==> src/rtl/aes_pkg.sv <==
// Shared AES definitions for the column-serial MixColumns engine.
// Provides the FSM state type, GF(2^8) reduction constant, byte/column/state
// widths and the xtime / gf_mul helpers used by the single-column mixer.
// Optional build macro used by the clients of this package: INV_MIX_COLUMNS_EN.
package aes_pkg;

    localparam int unsigned BYTE_W   = 8;
    localparam int unsigned COL_W    = 32;
    localparam int unsigned STATE_W  = 128;
    localparam int unsigned NUM_COLS = 4;

    // x^8 + x^4 + x^3 + x + 1 with the x^8 term dropped
    localparam logic [7:0] AES_REDUCE = 8'h1B;

    typedef enum logic [1:0] {
        IDLE,
        MIX,
        DONE
    } mix_state_e;

    // Multiply by x in GF(2^8)
    function automatic logic [7:0] xtime(input logic [7:0] a);
        return {a[6:0], 1'b0} ^ (a[7] ? AES_REDUCE : 8'h00);
    endfunction

    // Multiply by a small constant (only 4-bit coefficients are ever needed)
    function automatic logic [7:0] gf_mul(input logic [7:0] a, input logic [3:0] k);
        logic [7:0] p;
        logic [7:0] acc;
        p   = a;
        acc = 8'h00;
        for (int i = 0; i < 4; i++) begin
            if (k[i]) begin
                acc = acc ^ p;
            end
            p = xtime(p);
        end
        return acc;
    endfunction

endpackage

==> src/rtl/mix_columns_seq_if.sv <==
// Handshake bundle for mix_columns_seq.
//   in_valid/in_ready/in_data    : producer side, one 128-bit AES state per handshake
//   out_valid/out_ready/out_data : consumer side, mixed state held until accepted
//   busy                         : engine is mixing or holding a result
//   inv (only with INV_MIX_COLUMNS_EN): 1 selects InvMixColumns, latched with in_data
// Modports: slave = the engine, master = the producer/consumer environment.
interface mix_columns_seq_if;

`ifdef INV_MIX_COLUMNS_EN
    logic         inv;
`endif
    logic         in_valid;
    logic         in_ready;
    logic [0:127] in_data;
    logic         out_valid;
    logic         out_ready;
    logic [0:127] out_data;
    logic         busy;

    modport slave (
`ifdef INV_MIX_COLUMNS_EN
        input  inv,
`endif
        input  in_valid,
        output in_ready,
        input  in_data,
        output out_valid,
        input  out_ready,
        output out_data,
        output busy
    );

    modport master (
`ifdef INV_MIX_COLUMNS_EN
        output inv,
`endif
        output in_valid,
        input  in_ready,
        output in_data,
        input  out_valid,
        output out_ready,
        input  out_data,
        input  busy
    );

endinterface

==> src/rtl/mix_single_column.sv <==
// Combinational MixColumns on one 32-bit column {a0,a1,a2,a3} (a0 in bits 0:7).
// Ports:
//   inv     : (INV_MIX_COLUMNS_EN only) 1 = InvMixColumns {0e,0b,0d,09}
//   col_in  : input column, big-endian byte order
//   col_out : mixed column, same ordering
// Without INV_MIX_COLUMNS_EN the block contains only the forward {02,03,01,01} path.
module mix_single_column
    import aes_pkg::*;
(
`ifdef INV_MIX_COLUMNS_EN
    input  logic             inv,
`endif
    input  logic [0:COL_W-1] col_in,
    output logic [0:COL_W-1] col_out
);

    logic [7:0] a [NUM_COLS];
    logic [7:0] b [NUM_COLS];

    always_comb begin
        for (int i = 0; i < NUM_COLS; i++) begin
            a[i] = col_in[BYTE_W*i +: BYTE_W];
        end
        for (int i = 0; i < NUM_COLS; i++) begin
`ifdef INV_MIX_COLUMNS_EN
            if (inv) begin
                b[i] = gf_mul(a[i], 4'he) ^ gf_mul(a[2'(i + 1)], 4'hb)
                     ^ gf_mul(a[2'(i + 2)], 4'hd) ^ gf_mul(a[2'(i + 3)], 4'h9);
            end else
`endif
            begin
                // 3*x = xtime(x) ^ x
                b[i] = xtime(a[i]) ^ xtime(a[2'(i + 1)]) ^ a[2'(i + 1)]
                     ^ a[2'(i + 2)] ^ a[2'(i + 3)];
            end
        end
        for (int i = 0; i < NUM_COLS; i++) begin
            col_out[BYTE_W*i +: BYTE_W] = b[i];
        end
    end

endmodule

==> src/rtl/mix_columns_seq.sv <==
// Column-serial MixColumns engine. Captures one AES state, mixes COLS_PER_CYCLE
// columns per cycle through shared mix_single_column instances, then holds the
// result until the consumer accepts it. No overlap between blocks.
// Ports:
//   clk : rising-edge clock
//   rst : synchronous active-high reset (discards any block in flight)
//   bus : mix_columns_seq_if.slave (in/out valid-ready handshakes, busy, optional inv)
// Parameters:
//   COLS_PER_CYCLE : 1, 2 or 4 columns per cycle; latency = 4 / COLS_PER_CYCLE cycles
// Build option: INV_MIX_COLUMNS_EN adds bus.inv to select InvMixColumns per block.
module mix_columns_seq
    import aes_pkg::*;
#(
    parameter int unsigned COLS_PER_CYCLE = 1
) (
    input  logic                   clk,
    input  logic                   rst,
    mix_columns_seq_if.slave       bus
);

    localparam int unsigned NUM_STEPS = NUM_COLS / COLS_PER_CYCLE;
    localparam int unsigned CNT_W     = (NUM_STEPS > 1) ? $clog2(NUM_STEPS) : 1;
    localparam logic [CNT_W-1:0] LAST_STEP = CNT_W'(NUM_STEPS - 1);

    if (COLS_PER_CYCLE != 1 && COLS_PER_CYCLE != 2 && COLS_PER_CYCLE != 4) begin : g_bad_cfg
        $error("mix_columns_seq: COLS_PER_CYCLE must be 1, 2 or 4");
    end

    mix_state_e         st;
    logic [CNT_W-1:0]   cnt;
    logic [0:STATE_W-1] state_q;
    logic [0:STATE_W-1] state_d;
    logic               in_ready_q;
    logic               out_valid_q;
    logic               busy_q;
`ifdef INV_MIX_COLUMNS_EN
    logic               inv_q;
`endif

    logic [0:COL_W-1]   col_in  [COLS_PER_CYCLE];
    logic [0:COL_W-1]   col_out [COLS_PER_CYCLE];
    int                 base_col;

    // Columns handled in this step: cnt*C .. cnt*C+C-1
    always_comb begin
        base_col = int'(cnt) * int'(COLS_PER_CYCLE);
        for (int c = 0; c < int'(COLS_PER_CYCLE); c++) begin
            col_in[c] = state_q[COL_W*(base_col + c) +: COL_W];
        end
    end

    // Kept separate from the column select so the mixer path is not a false loop
    always_comb begin
        state_d = state_q;
        for (int c = 0; c < int'(COLS_PER_CYCLE); c++) begin
            state_d[COL_W*(base_col + c) +: COL_W] = col_out[c];
        end
    end

    for (genvar g = 0; g < int'(COLS_PER_CYCLE); g++) begin : g_mixer
        mix_single_column u_mix (
`ifdef INV_MIX_COLUMNS_EN
            .inv     (inv_q),
`endif
            .col_in  (col_in[g]),
            .col_out (col_out[g])
        );
    end

    always_ff @(posedge clk) begin
        if (rst) begin
            st          <= IDLE;
            cnt         <= '0;
            state_q     <= '0;
            in_ready_q  <= 1'b1;
            out_valid_q <= 1'b0;
            busy_q      <= 1'b0;
`ifdef INV_MIX_COLUMNS_EN
            inv_q       <= 1'b0;
`endif
        end else begin
            unique case (st)
                IDLE: begin
                    if (bus.in_valid && in_ready_q) begin
                        st         <= MIX;
                        cnt        <= '0;
                        state_q    <= bus.in_data;
                        in_ready_q <= 1'b0;
                        busy_q     <= 1'b1;
`ifdef INV_MIX_COLUMNS_EN
                        inv_q      <= bus.inv;
`endif
                    end
                end
                MIX: begin
                    state_q <= state_d;
                    if (cnt == LAST_STEP) begin
                        st          <= DONE;
                        out_valid_q <= 1'b1;
                    end else begin
                        cnt <= cnt + 1'b1;
                    end
                end
                DONE: begin
                    if (bus.out_ready) begin
                        st          <= IDLE;
                        out_valid_q <= 1'b0;
                        in_ready_q  <= 1'b1;
                        busy_q      <= 1'b0;
                    end
                end
                default: begin
                    st <= IDLE;
                end
            endcase
        end
    end

    assign bus.in_ready  = in_ready_q;
    assign bus.out_valid = out_valid_q;
    assign bus.out_data  = state_q;
    assign bus.busy      = busy_q;

endmodule

==> src/flat_wrapper.sv <==
// flat-port wrapper written by rule: the top's interface ports become plain ports
module mix_columns_seq_flat import aes_pkg::*;
#(
    parameter int unsigned COLS_PER_CYCLE = 1
)
  (clk, rst, bus_in_valid, bus_in_ready, bus_in_data, bus_out_valid, bus_out_ready, bus_out_data, bus_busy);
  mix_columns_seq_if bus_i ();
  input  logic clk;
  input  logic rst;
  input wire logic [$bits(bus_i.in_valid)-1:0] bus_in_valid;
  output wire logic [$bits(bus_i.in_ready)-1:0] bus_in_ready;
  input wire logic [$bits(bus_i.in_data)-1:0] bus_in_data;
  output wire logic [$bits(bus_i.out_valid)-1:0] bus_out_valid;
  input wire logic [$bits(bus_i.out_ready)-1:0] bus_out_ready;
  output wire logic [$bits(bus_i.out_data)-1:0] bus_out_data;
  output wire logic [$bits(bus_i.busy)-1:0] bus_busy;
  assign bus_i.in_valid = bus_in_valid;
  assign bus_in_ready = bus_i.in_ready;
  assign bus_i.in_data = bus_in_data;
  assign bus_out_valid = bus_i.out_valid;
  assign bus_i.out_ready = bus_out_ready;
  assign bus_out_data = bus_i.out_data;
  assign bus_busy = bus_i.busy;
  mix_columns_seq #(.COLS_PER_CYCLE(COLS_PER_CYCLE)) u_core (.clk(clk), .rst(rst), .bus(bus_i));
endmodule
==> config.mk <==
export PLATFORM = sky130hd
export DESIGN_NAME = mix_columns_seq_flat
export DESIGN_NICKNAME = d
export VERILOG_FILES = /design/src/rtl/aes_pkg.sv /design/src/rtl/mix_columns_seq_if.sv /design/src/rtl/mix_single_column.sv /design/src/rtl/mix_columns_seq.sv /design/src/flat_wrapper.sv
export SDC_FILE = /design/constraint.sdc
export NUM_CORES = 1
export LEC_CHECK = 0
export CORE_ASPECT_RATIO = 0.5
export CORE_MARGIN = 2
export CORE_UTILIZATION = 37
export DETAILED_ROUTE_END_ITERATION = 16
export GPL_TIMING_DRIVEN = 0
export HOLD_SLACK_MARGIN = 0.1
export PLACE_DENSITY = 0.83
export SLEW_MARGIN = 20
export SYNTH_ARGS = -nofsm -noshare
export SYNTH_HDL_FRONTEND = slang
export SYNTH_SLANG_ARGS = --single-unit
==> constraint.sdc <==
create_clock -name clk -period 1.6 [get_ports clk]
set_input_delay 0.24 -clock clk [delete_from_list [all_inputs] [get_ports clk]]
set_output_delay 0.24 -clock clk [all_outputs]
set_load 0.05 [all_outputs]
==> flow_summary.json <==
{
  "hp-class": "in2reg",
  "antenna_found_initial": 0,
  "nFillCells": 857,
  "cp_max_fo": 2,
  "overflow": 0,
  "yosysTopAreaCell": "dfxtp_1",
  "routedWlPerCell_um": 17.7,
  "crit_buf_inv": 1,
  "grt_pass1_vias": 3774,
  "synthToLayoutAreaGrowth_pct": 77.8,
  "hold_violations": 0,
  "ys_top_cells_by_area": "dfxtp_1 63%, a22o_1 26%, buf_2 2.9%",
  "clockBufferDepth": 2,
  "arrival_ns": 1.33,
  "power.leakage_nw": 3.65,
  "ant_nets": 0,
  "grt_start_max_net_pins": 17,
  "synth-seq-area-share_pct": 62.6,
  "fmax_mhz": 637,
  "drtIter0Drc": 220,
  "path_class": "reg2out",
  "async_flop_share_pct": 0,
  "synth_top_area_share_pct": 62.6,
  "syn_nets": 471,
  "outcome": "completed",
  "vdd_ir_drop_max_mv": 0.951,
  "dp_hpwl_mm": 10.3,
  "start_util_pct": 38.6,
  "vias": 3883,
  "ff2ff_setup_slack_ns": 0.06,
  "die_x_um": 157,
  "clock_latency_ns": 0.40,
  "cap_violations": 0,
  "stdcell_count": 790,
  "end_kind": "output port",
  "h-tree-depth": 4,
  "synth_compound_area_share_pct": 29.2,
  "grt_use_total_pct": 21.5,
  "power.density_cell_area_nw_per_um2": 1280,
  "cts_tree": "yes",
  "grt_pass1_wl_mm": 20.6,
  "antenna_cells": 0,
  "post-route-min-period_ns": 1.57,
  "hold_end": "u_core.bus.out_data[45]",
  "final_util_pct": 68.7,
  "fin_worst_skew_ns": 0.00736,
  "rsz0062_at_grt": "false",
  "dp.cells": 756,
  "io_pins": 263,
  "synthCells": 335,
  "synth_area_um2": 4320,
  "slew_headroom_pct": 63.6,
  "synth_edf_count": 0,
  "cpPeakStageDelay_ns": 0.58,
  "muxShareOfSynthArea_pct": 0.232,
  "worst_pin_slew_ns": 0.548,
  "holdBufCountCts": 0,
  "drv_slew": 0,
  "synthSimpleGateAreaFrac_pct": 2.67,
  "ys_ff_latch": 135,
  "die-area_um2": 12600,
  "reg2regPathDepth": 6,
  "cts-root-buf": "clkbuf_16",
  "drcViolationCount": 0,
  "r2r_start": "u_core.cnt[0]",
  "slowest_stage": "dlygate4sd2_1",
  "synthAdderAreaFrac_pct": 1.16,
  "yosysWarnings": 0,
  "drt-pass1-iter-count": 4,
  "path_cells": "dlygate4sd2_1",
  "cts_sinks": 135,
  "required_ns": 1.36,
  "start_kind": "flop",
  "synth_most_common_cell": "dfxtp_1",
  "reg2reg_to": "u_core.bus.out_data[112]",
  "yosys-top-cells-count": "135 x dfxtp_1, 128 x a22o_1, 25 x buf_2",
  "stdcell_area_um2": 7680,
  "finalSetupViolCount": 0,
  "drive_gt1_share_pct": 11.4,
  "fin_nets": 754,
  "fin_crit_sh_pct": 98.2,
  "gp_congestion": 0.746,
  "clkTransAtPathRegs_ns": 0.06,
  "dpl-instance-area_um2": 7140,
  "placementRows": 27,
  "path_delay_family": "buffers and inverters",
  "synth_top_family_by_area": "compound AO/OA/AOI/OAI gates",
  "numCtsBuffers": 17,
  "timing.final.ws_setup_ns": 0.0295,
  "ys.flop_type": "dfxtp_1",
  "port_buffers": 262,
  "ys_types": 26,
  "dpl_worst_slack_ns": -0.301,
  "synthXorXnorAreaFrac_pct": 0,
  "core-area_um2": 11200,
  "vias_per_cell": 4.92,
  "wl_mm": 14.0,
  "min_path_cells": 2,
  "avgSynthCellArea_um2": 12.9,
  "die_h_um": 80.4,
  "hp-start": "bus_in_data[82]",
  "finalPower_w": 0.00980
}
[power by group]
group / total [W] / internal (W) / switching [W]
clock network: 0.00409 / 0.00264 / 0.00145
logic: 0.00198 / 0.000754 / 0.00123
registers: 0.00373 / 0.00360 / 0.000128
[registers in the layout, summed over array words and instances, names as in the netlist]
register              cells
u_core.bus.busy           1
u_core.bus.out_data     128
u_core.cnt                2
u_core.bus.out_valid      1
u_core.st                 2
u_core.bus.in_ready       1
[how the worst max path moves through the flow]
stage	startpoint	to	slack (ns)	cells after the start
after floorplan	u_core.bus.in_ready	u_core.bus.out_data[32]	0.19	4
after global placement	rst	u_core.bus.out_data[13]	-0.28	6
after detailed placement	bus_in_valid	u_core.bus.out_data[86]	-0.30	6
after CTS	u_core.cnt[0]	u_core.bus.out_data[112]	0.008	6
after global routing	u_core.st[0]	u_core.bus.out_data[47]	0.003	5
final	u_core.bus.out_data[82]	bus_out_data[45]	0.03	1
[cells by family after synthesis]
group	after synthesis
AO/OA/AOI/OAI	147
flip-flops	135
buffers and inverters	33
AND/OR/NAND/NOR	15
adder cells (fa/ha/maj)	4
multiplexers	1
[metrics by stage]
| step | hold slack [ns] | setup TNS [ns] |
|---|---|---|
| 6_report | 0.432 | 0 |
| 5_1_grt | 0.428 | 0 |
| 4_1_cts | 0.420 | 0 |
| 3_5_place_dp | 0.456 | -32.75 |
| 3_3_place_gp | 0.456 | -28.59 |
| 2_1_floorplan | 0.365 | 0 |
[routing by layer]
layer  GRT usage, %  wire length [µm]  vias up
met3           5.02               662       16
met5              0                 0        -
met1           25.5              5830     1892
li1               -                 -     1856
met4           6.51               206        0
met2           39.0              7290      119
[what timing repair did]
item / 4_1_cts / 5_1_grt
setup buffers: 1 / 1
endpoints found under the setup margin: 225 / 122
gates resized for setup: 144 / 10
hold endpoints to repair: 0 / 0
pin swaps: 1 / 1
[cells in the final DEF (no fill, tap or decap), types with 2 or more instances in the layout]
cell and instances:
nor2_1 3, ha_1 4, clkinv_2 4, a21oi_1 7
dfxtp_2 2, dlygate4sd2_1 129, clkbuf_4 2, a21o_1 3
nand3_1 2, nand2b_1 3, buf_4 8, buf_2 14
clkbuf_16 17, clkinvlp_4 4, buf_6 6, dfxtp_1 132
a22o_1 128, inv_1 4, o21ai_4 3, clkdlybuf4s50_1 131
bufinv_16 4, o21bai_1 2
[cell type report]
cell class,instances,area (µm²),area share (%)
inverters,4,15.0,0.196
clock inverters,13,179,2.33
well taps,159,199,2.59
clock buffers,19,443,5.77
flip-flops and latches,135,2710,35.3
plain buffers,29,201,2.62
repair buffers,264,2470,32.2
multi-input cells,167,1460,19.0
No activity file was read; power rests on OpenSTA's default activity.
